<file path="src/rtl/product_chunk_serializer_pkg.sv">
// Shared widths and sequencer encoding for the product chunk serializer.
// The width constants mirror outputIndex / multiplyIndex from definitions.h.
package product_chunk_serializer_pkg;

  localparam int OUTPUT_INDEX   = 15;
  localparam int MULTIPLY_INDEX = 31;

  localparam int OUT_W_DEF = OUTPUT_INDEX + 1;
  localparam int IN_W_DEF  = MULTIPLY_INDEX + 1;

  typedef enum logic {
    SEQ_LOW  = 1'b0,
    SEQ_HIGH = 1'b1
  } seq_state_t;

endpackage

</file>
<file path="src/rtl/product_fifo.sv">
// DEPTH x W word FIFO with wrapping pointers, occupancy count and synchronous flush.
// Push is refused when full even if a pop happens in the same cycle.
module product_fifo
  import product_chunk_serializer_pkg::*;
#(
  parameter int DEPTH = 2,
  parameter int W     = IN_W_DEF
) (
  input  logic                     Clk,
  input  logic                     Rst,
  input  logic                     flush,
  input  logic                     i_push,
  input  logic                     i_pop,
  input  logic [W-1:0]             i_wdata,
  output logic [W-1:0]             o_rdata,
  output logic [$clog2(DEPTH):0]   o_occupancy
);

  localparam int AW = $clog2(DEPTH);
  localparam logic [AW:0] FULL_OCC = (AW+1)'(DEPTH);

  logic [W-1:0]  r_mem [DEPTH];
  logic [AW-1:0] r_wptr;
  logic [AW-1:0] r_rptr;
  logic [AW:0]   r_occ;
  logic          w_push;
  logic          w_pop;

  assign w_push = i_push && (r_occ != FULL_OCC);
  assign w_pop  = i_pop && (r_occ != '0);

  // Entries are cleared on reset so the idle output shows a defined zero.
  always_ff @(posedge Clk or negedge Rst) begin
    if (!Rst) begin
      for (int i = 0; i < DEPTH; i++) r_mem[i] <= '0;
      r_wptr <= '0;
      r_rptr <= '0;
      r_occ  <= '0;
    end else if (flush) begin
      r_wptr <= '0;
      r_rptr <= '0;
      r_occ  <= '0;
    end else begin
      if (w_push) begin
        r_mem[r_wptr] <= i_wdata;
        r_wptr        <= r_wptr + 1'b1;
      end
      if (w_pop) r_rptr <= r_rptr + 1'b1;
      case ({w_push, w_pop})
        2'b10:   r_occ <= r_occ + 1'b1;
        2'b01:   r_occ <= r_occ - 1'b1;
        default: r_occ <= r_occ;
      endcase
    end
  end

  assign o_rdata     = r_mem[r_rptr];
  assign o_occupancy = r_occ;

endmodule

</file>
<file path="src/rtl/product_chunk_serializer.sv">
// Buffers full-width products and emits them as two chunks, low half first.
// The LOW/HIGH sequencer state is exported directly as chunk_count.
module product_chunk_serializer
  import product_chunk_serializer_pkg::*;
#(
  parameter int OUT_W = OUT_W_DEF,
  parameter int IN_W  = IN_W_DEF,
  parameter int DEPTH = 2
) (
  input  logic                     Clk,
  input  logic                     Rst,
  input  logic                     flush,
  input  logic                     in_valid,
  output logic                     in_ready,
  input  logic [IN_W-1:0]          in_data,
  output logic                     out_valid,
  input  logic                     out_ready,
  output logic [OUT_W-1:0]         out_data,
  output logic                     out_last,
  output logic                     chunk_count,
  output logic [$clog2(DEPTH):0]   occupancy
);

  localparam logic [$clog2(DEPTH):0] FULL_OCC = ($clog2(DEPTH)+1)'(DEPTH);

  if (IN_W != 2 * OUT_W) begin : g_bad_width
    $error("product_chunk_serializer: IN_W must equal 2*OUT_W");
  end

  seq_state_t                r_state;
  logic [IN_W-1:0]           w_head;
  logic [$clog2(DEPTH):0]    w_occ;
  logic                      w_push;
  logic                      w_xfer;
  logic                      w_pop;

  // Both ports: a transfer happens on a cycle where valid && ready; the
  // producer holds valid and data steady until then, and ready never
  // depends combinationally on the other port's ready.
  assign in_ready  = Rst && (w_occ != FULL_OCC) && !flush;
  assign out_valid = (w_occ != '0);
  assign w_push    = in_valid && in_ready;
  assign w_xfer    = out_valid && out_ready;
  assign w_pop     = w_xfer && (r_state == SEQ_HIGH);

  always_ff @(posedge Clk or negedge Rst) begin
    if (!Rst) begin
      r_state <= SEQ_LOW;
    end else if (flush) begin
      r_state <= SEQ_LOW;
    end else if (w_xfer) begin
      r_state <= (r_state == SEQ_LOW) ? SEQ_HIGH : SEQ_LOW;
    end
  end

  product_fifo #(
    .DEPTH (DEPTH),
    .W     (IN_W)
  ) u_fifo (
    .Clk         (Clk),
    .Rst         (Rst),
    .flush       (flush),
    .i_push      (w_push),
    .i_pop       (w_pop),
    .i_wdata     (in_data),
    .o_rdata     (w_head),
    .o_occupancy (w_occ)
  );

  assign chunk_count = (r_state == SEQ_HIGH);
  assign out_last    = chunk_count;
  assign occupancy   = w_occ;
  assign out_data    = chunk_count ? w_head[IN_W-1:OUT_W] : w_head[OUT_W-1:0];

endmodule

</file>
<file path="config.mk">
export PLATFORM = sky130hd
export DESIGN_NAME = product_chunk_serializer
export DESIGN_NICKNAME = d
export VERILOG_FILES = /design/src/rtl/product_chunk_serializer_pkg.sv /design/src/rtl/product_fifo.sv /design/src/rtl/product_chunk_serializer.sv
export SDC_FILE = /design/constraint.sdc
export NUM_CORES = 1
export LEC_CHECK = 0
export BUFFER_PORTS_ARGS = -buffer_cell sky130_fd_sc_hd__clkbuf_2
export CAP_MARGIN = 30
export CORE_MARGIN = 2
export CORE_UTILIZATION = 45
export DETAILED_ROUTE_END_ITERATION = 8
export HOLD_SLACK_MARGIN = 0.08
export PLACE_DENSITY = 0.67
export SLEW_MARGIN = 20
export SYNTH_ARGS = -nofsm -noshare
export SYNTH_HDL_FRONTEND = slang
export SYNTH_SLANG_ARGS = --single-unit
</file>
<file path="constraint.sdc">
create_clock -name Clk -period 2.4 [get_ports Clk]
set_input_delay 0 -clock Clk [delete_from_list [all_inputs] [get_ports Clk]]
set_output_delay 0 -clock Clk [all_outputs]
set_load 0.05 [all_outputs]
</file>
==> results of run 1 <==
==> power breakdown <==
| group | leakage, uW | total, uW | internal (uW) | switching (uW) |
|---|---|---|---|---|
| Sequential | 0.000850 | 1590 | 1450 | 138 |
| Clock | 0.0000923 | 885 | 496 | 389 |
| Combinational | 0.000833 | 930 | 426 | 504 |
| Total | 0.00178 | 3410 | 2380 | 1030 |
==> kinds of logic (layout without fill, tap and decap cells) <==
kind of cell / after synthesis / count (layout)
AO/OA/AOI/OAI: 7 / 7
XOR/XNOR: 1 / 1
buffers and inverters: 12 / 117
flip-flops: 69 / 69
multiplexers: 80 / 80
AND/OR/NAND/NOR: 19 / 19
==> metal layers <==
layer / up-vias / GRT usage (%) / wire length [microns]
met3: 13 / 2.95 / 156
li1: 897 / - / -
met2: 48 / 27.6 / 2900
met1: 1003 / 22.8 / 2630
met4: 0 / 10.1 / 154
met5: - / 0 / 0
==> worst min-delay path by stage <==
stage / startpoint / end / slack [ps] / depth (start not counted)
6_report: Rst / u_fifo.o_occupancy[0] / 210 / 3
5_1_grt: Rst / u_fifo.r_mem[60] / 240 / 3
4_1_cts: Rst / u_fifo.o_occupancy[0] / 210 / 3
3_5_place_dp: Rst / u_fifo.r_rptr / 30 / 2
3_3_place_gp: Rst / u_fifo.o_occupancy[0] / 20 / 2
2_1_floorplan: Rst / chunk_count / -300 / 0
==> flip-flops by register name, summed over array words and instances (netlist names) <==
register	flops
u_fifo.r_rptr	1
chunk_count	1
u_fifo.r_wptr	1
u_fifo.r_mem	64
u_fifo.o_occupancy	2
==> cells in the mapped netlist, drive strengths merged <==
cell type,instances,share of area (%)
nor2,3,0.37
inv,1,0.12
nand2,3,0.37
nor3b,1,0.24
nor2b,1,0.28
or3,1,0.20
mux2,64,23
nor3,1,0.33
a21o,1,0.24
a21oi,1,0.16
nand3,4,0.65
nand4,1,0.20
o21bai,1,0.24
nand4bb,1,0.37
nor4b,1,0.77
clkbuf,1,0.12
xor2,1,0.28
mux4,16,12
buf,10,2.6
nand2b,2,0.41
a31oi,2,0.41
o21ai,2,0.33
dfrtp,69,56
==> critical path: stages (launching register included) <==
cell	delay (ps)
dfrtp_1	320
buf_4	310
nand2_1	200
a21o_1	210
a31oi_1	160
dlygate4sd3_1	560
==> through the flow <==
stage          setup WS, ps  hold slack, ps  cells
6_report                568             211    373
5_1_grt                 439             239    373
4_1_cts                 548             213    373
3_5_place_dp            586            26.6    322
3_3_place_gp            646            24.3    322
2_1_floorplan           427            -296    188
==> final cells by class <==
type | count | area [sq um] | area share (%)
Clock buffer | 12 | 145 | 3.64
Clock inverter | 2 | 35.0 | 0.878
Inverter | 1 | 3.75 | 0.0940
Multi-Input combinational cell | 107 | 1270 | 31.8
Sequential cell | 69 | 1730 | 43.3
Tap cell | 80 | 100 | 2.51
Timing Repair Buffer | 102 | 713 | 17.9
==> results.json, run 1 <==
{
  "status": "completed",
  "synth-adder-area-share_pct": 0,
  "tns_ps": 0,
  "max_freq_mhz": 546,
  "die_w_microns": 86.7,
  "drt_iter0_markers": 91,
  "layout_min_cycle_time_ps": 1830,
  "critical_path_required_ps": 2670,
  "avgSynthCellArea_sq_um": 16.4,
  "synth-simple-area-share_pct": 4.19,
  "cts_resized": 0,
  "grt_pass1_wl_microns": 9900,
  "grt_pass1_vias": 2122,
  "ctsLongestPathBuffers": 2,
  "ant_nets": 0,
  "fillerInstances": 552,
  "wl_microns": 5840,
  "hold_path_class": "in -> async",
  "synth_xor_area_share_pct": 0.285,
  "finalHoldViolations": 0,
  "powerDensity_nw_per_um2": 853,
  "routedWlPerCell_microns": 15.7,
  "coreArea_sq_um": 6720,
  "finalNetCount": 327,
  "num_rows": 30,
  "tritoncts": "built",
  "maxCapViolations": 0,
  "via_count": 1961,
  "drc_errors": 0,
  "dp_hpwl_microns": 3670,
  "synth_compound_area_share_pct": 1.38,
  "rsz0062_at_grt": "false",
  "synthMuxAreaShare_pct": 35.2,
  "seq_area_frac_synth_pct": 56.2,
  "cts.htree.levels": 3,
  "antenna_found_initial": 0,
  "fin_skew_ps": 9.96,
  "ys_seq_elements": 69,
  "io_buffers": 58,
  "vdd_drop_max_mv": 0.339,
  "timing.final.max_slew_violations": 0,
  "worstSetupPathType": "reg -> reg",
  "firstDrtPassIters": 4,
  "synth_top_family_by_area": "multiplexers",
  "cp_max_fo": 22,
  "critical_path.endpoint": "u_fifo.o_occupancy[0]",
  "placed_area_sq_um": 3440,
  "syn_nets": 225,
  "grt_usage_pct": 17.5,
  "clock_sinks": 69,
  "end_kind": "flop",
  "fp.dieArea_sq_um": 7510,
  "post_cts_buffers": 0,
  "die_h_microns": 86.7,
  "grt_overflow": 0,
  "syn_to_final_growth_pct": 29.8,
  "ys_types": 26,
  "setup_viol": 0,
  "tightest_slew_ps": 637,
  "insertion_delay_ps": 330,
  "setup.worst_path.start": "chunk_count",
  "synth_warnings": 0,
  "routabilityCongestion": 0.810,
  "final_util_pct": 59.4,
  "root_buffer": "clkbuf_8",
  "design_area_sq_um": 3990,
  "finalCritPeriodShare_pct": 76.3,
  "drive_gt1_share_pct": 51.5,
  "power_uw": 3410,
  "r2r_end": "u_fifo.o_occupancy[0]",
  "diodes": 0,
  "syn_inst": 188,
  "ctsHoldBuffers": 37,
  "critPathArrivalTime_ps": 2100,
  "via_per_inst": 5.26,
  "grt_start_max_net_pins": 52,
  "r2r_start": "chunk_count",
  "max_slew_margin_pct": 57.6,
  "r2r_cells": 5,
  "p_leak_uw": 0.00178,
  "clk_pin_slew_ps": 70,
  "layout_commonest_cell": "dfrtp_1",
  "cts_made_buffers": 9,
  "start_util_pct": 45.8,
  "final_cell_mix": "dfrtp_1, clkbuf_2, mux2_2, dlygate4sd3_1, mux4_2",
  "startpoint_type": "flop",
  "r2r_slack_ps": 570,
  "boundaryPins": 59,
  "syn_area_sq_um": 3070
}
No activity file was read; power rests on OpenSTA's default activity.
==> run 2, diff against run 1 <==
==> constraint.sdc (replaced) <==
create_clock -name Clk -period 1.87 [get_ports Clk]
set_input_delay 0 -clock Clk [delete_from_list [all_inputs] [get_ports Clk]]
set_output_delay 0 -clock Clk [all_outputs]
set_load 0.05 [all_outputs]
==> results.json, run 2 (synthesis gave the netlist of run 1 again) <==
{
  "top_register": "u_fifo.r_mem",
  "max_freq_mhz": 574,
  "cp_max_fo": 29,
  "finalNonFillerCells": 376,
  "boundaryPins": 59,
  "fin_skew_ps": 6.79,
  "maxCapViolations": 0,
  "layout_min_cycle_time_ps": 1740,
  "insertion_delay_ps": 340,
  "r2r_start": "u_fifo.o_occupancy[1]",
  "grt_usage_pct": 17.0,
  "critPathArrivalTime_ps": 1960,
  "grt_overflow": 0,
  "vdd_drop_max_mv": 0.455,
  "start_util_pct": 45.8,
  "via_per_inst": 5.15,
  "clock_sinks": 69,
  "cts.htree.levels": 3,
  "rsz0062_at_grt": "false",
  "cp_slowest_cell": "dfrtp_2",
  "dp_cells": 324,
  "setup_viol": 0,
  "root_buffer": "clkbuf_8",
  "layout_commonest_cell": "dfrtp_1",
  "cts_made_buffers": 9,
  "syn_to_final_growth_pct": 32.7,
  "wl_microns": 5810,
  "r2r_end": "u_fifo.r_mem[54]",
  "r2r_slack_ps": 130,
  "firstDrtPassIters": 4,
  "worstSetupPathType": "reg -> reg",
  "critical_path.endpoint": "u_fifo.r_mem[54]",
  "tritoncts": "built",
  "coreArea_sq_um": 6720,
  "p_leak_uw": 0.00180,
  "startpoint_type": "flop",
  "finalCritPeriodShare_pct": 93.2,
  "grt_pass1_vias": 2000,
  "ctsLongestPathBuffers": 2,
  "setup.worst_path.start": "u_fifo.o_occupancy[1]",
  "routedWlPerCell_microns": 15.5,
  "r2r_cells": 4,
  "end_kind": "flop",
  "critical_path_required_ps": 2090,
  "max_slew_margin_pct": 54.2,
  "fp.dieArea_sq_um": 7510,
  "post_cts_buffers": 0,
  "hold_path_class": "in -> async",
  "finalNetCount": 328,
  "powerDensity_nw_per_um2": 1100,
  "via_count": 1935,
  "grt_pass1_wl_microns": 9600,
  "routabilityCongestion": 0.760,
  "io_buffers": 58,
  "largest_register_ffs": 64,
  "grt_start_max_net_pins": 56,
  "final_cell_mix": "dfrtp_1, clkbuf_2, mux2_2, dlygate4sd3_1, mux4_2",
  "clk_pin_slew_ps": 70,
  "ff_latch_area_sq_um": 1730,
  "dp_hpwl_microns": 3740,
  "antenna_found_initial": 0,
  "drt_iter0_markers": 75,
  "diodes": 0,
  "tns_ps": 0,
  "ant_nets": 0,
  "die_w_microns": 86.7,
  "path_cells": "nor2b_2, nor4b_4, buf_12, mux2_2",
  "tightest_slew_ps": 687,
  "drc_errors": 0,
  "cpPeakStageDelay_ps": 440,
  "num_rows": 30,
  "fillerInstances": 528,
  "status": "completed",
  "multiInputGateArea_sq_um": 1270,
  "drive_gt1_share_pct": 53.4,
  "timing.final.max_slew_violations": 0,
  "die_h_microns": 86.7,
  "finalHoldViolations": 0
}
run 2: changes by cell type in the layout (fill, tap and decap cells not counted), moves of 2 or more:
cell,previous run,this run
buf_12,0,4
buf_4,7,5
clkbuf_8,10,12
dfrtp_1,69,67
dfrtp_2,0,2
run 2: what timing repair did:
| item | in CTS | in global routing |
|---|---|---|
| resized for setup | 0 | 0 |
| hold endpoints to repair | 83 | 0 |
| hold buffers | 36 | 0 |
run 2: worst max-delay path, delay by kind of cell, from the launching register on:
kind | cells | cell delay (ps)
buffers and inverters | 1 | 250
muxes | 1 | 350
DFF | 1 | 440
and+or+nand+nor | 2 | 580
run 2: power by group:
group	internal (uW)	leakage (uW)	total (uW)	switching, uW
clock network	724	0.000106	1260	533
registers	1860	0.000847	2040	178
logic	552	0.000849	1190	642
run 2: cell type report:
type	instances	share of cell area (%)
sequential	69	42.4
multi-input combinational	107	31.1
timing repair buffer	103	18.8
clock buffer	13	4.14
tap	80	2.45
clock inverter	3	1.04
inverter	1	0.0920
run 2: worst min path at each step:
stage	startpoint	endpoint	slack, ps	cells past startpoint
2_1_floorplan	Rst	chunk_count	-300	0
3_3_place_gp	Rst	u_fifo.r_mem[46]	-2	2
3_5_place_dp	Rst	u_fifo.r_mem[46]	0.1	2
4_1_cts	Rst	u_fifo.r_rptr	160	3
5_1_grt	Rst	u_fifo.r_mem[44]	190	3
6_report	Rst	u_fifo.r_mem[44]	170	3
run 2: through the flow:
step / setup WS (ps) / instance area [sq um] / utilization, % / power, uW / hold WS (ps)
after CTS: 126 / 4080 / 60.7 / 4550 / 164
after global placement: 166 / 3510 / 52.2 / 3180 / -1.66
after detailed placement: 136 / 3510 / 52.2 / 3220 / 0.131
after floorplan: 5.26 / 3080 / - / 2920 / -296
final: 128 / 4080 / 60.7 / 4490 / 166
after global routing: 42.0 / 4080 / 60.7 / 4730 / 186
run 2: layer usage:
metal,wire [microns],GRT usage [%],vias to the layer above
met4,120,9.94,0
li1,-,-,907
met2,2850,26.3,36
met1,2680,22.6,981
met3,155,2.95,11
met5,0,0,-
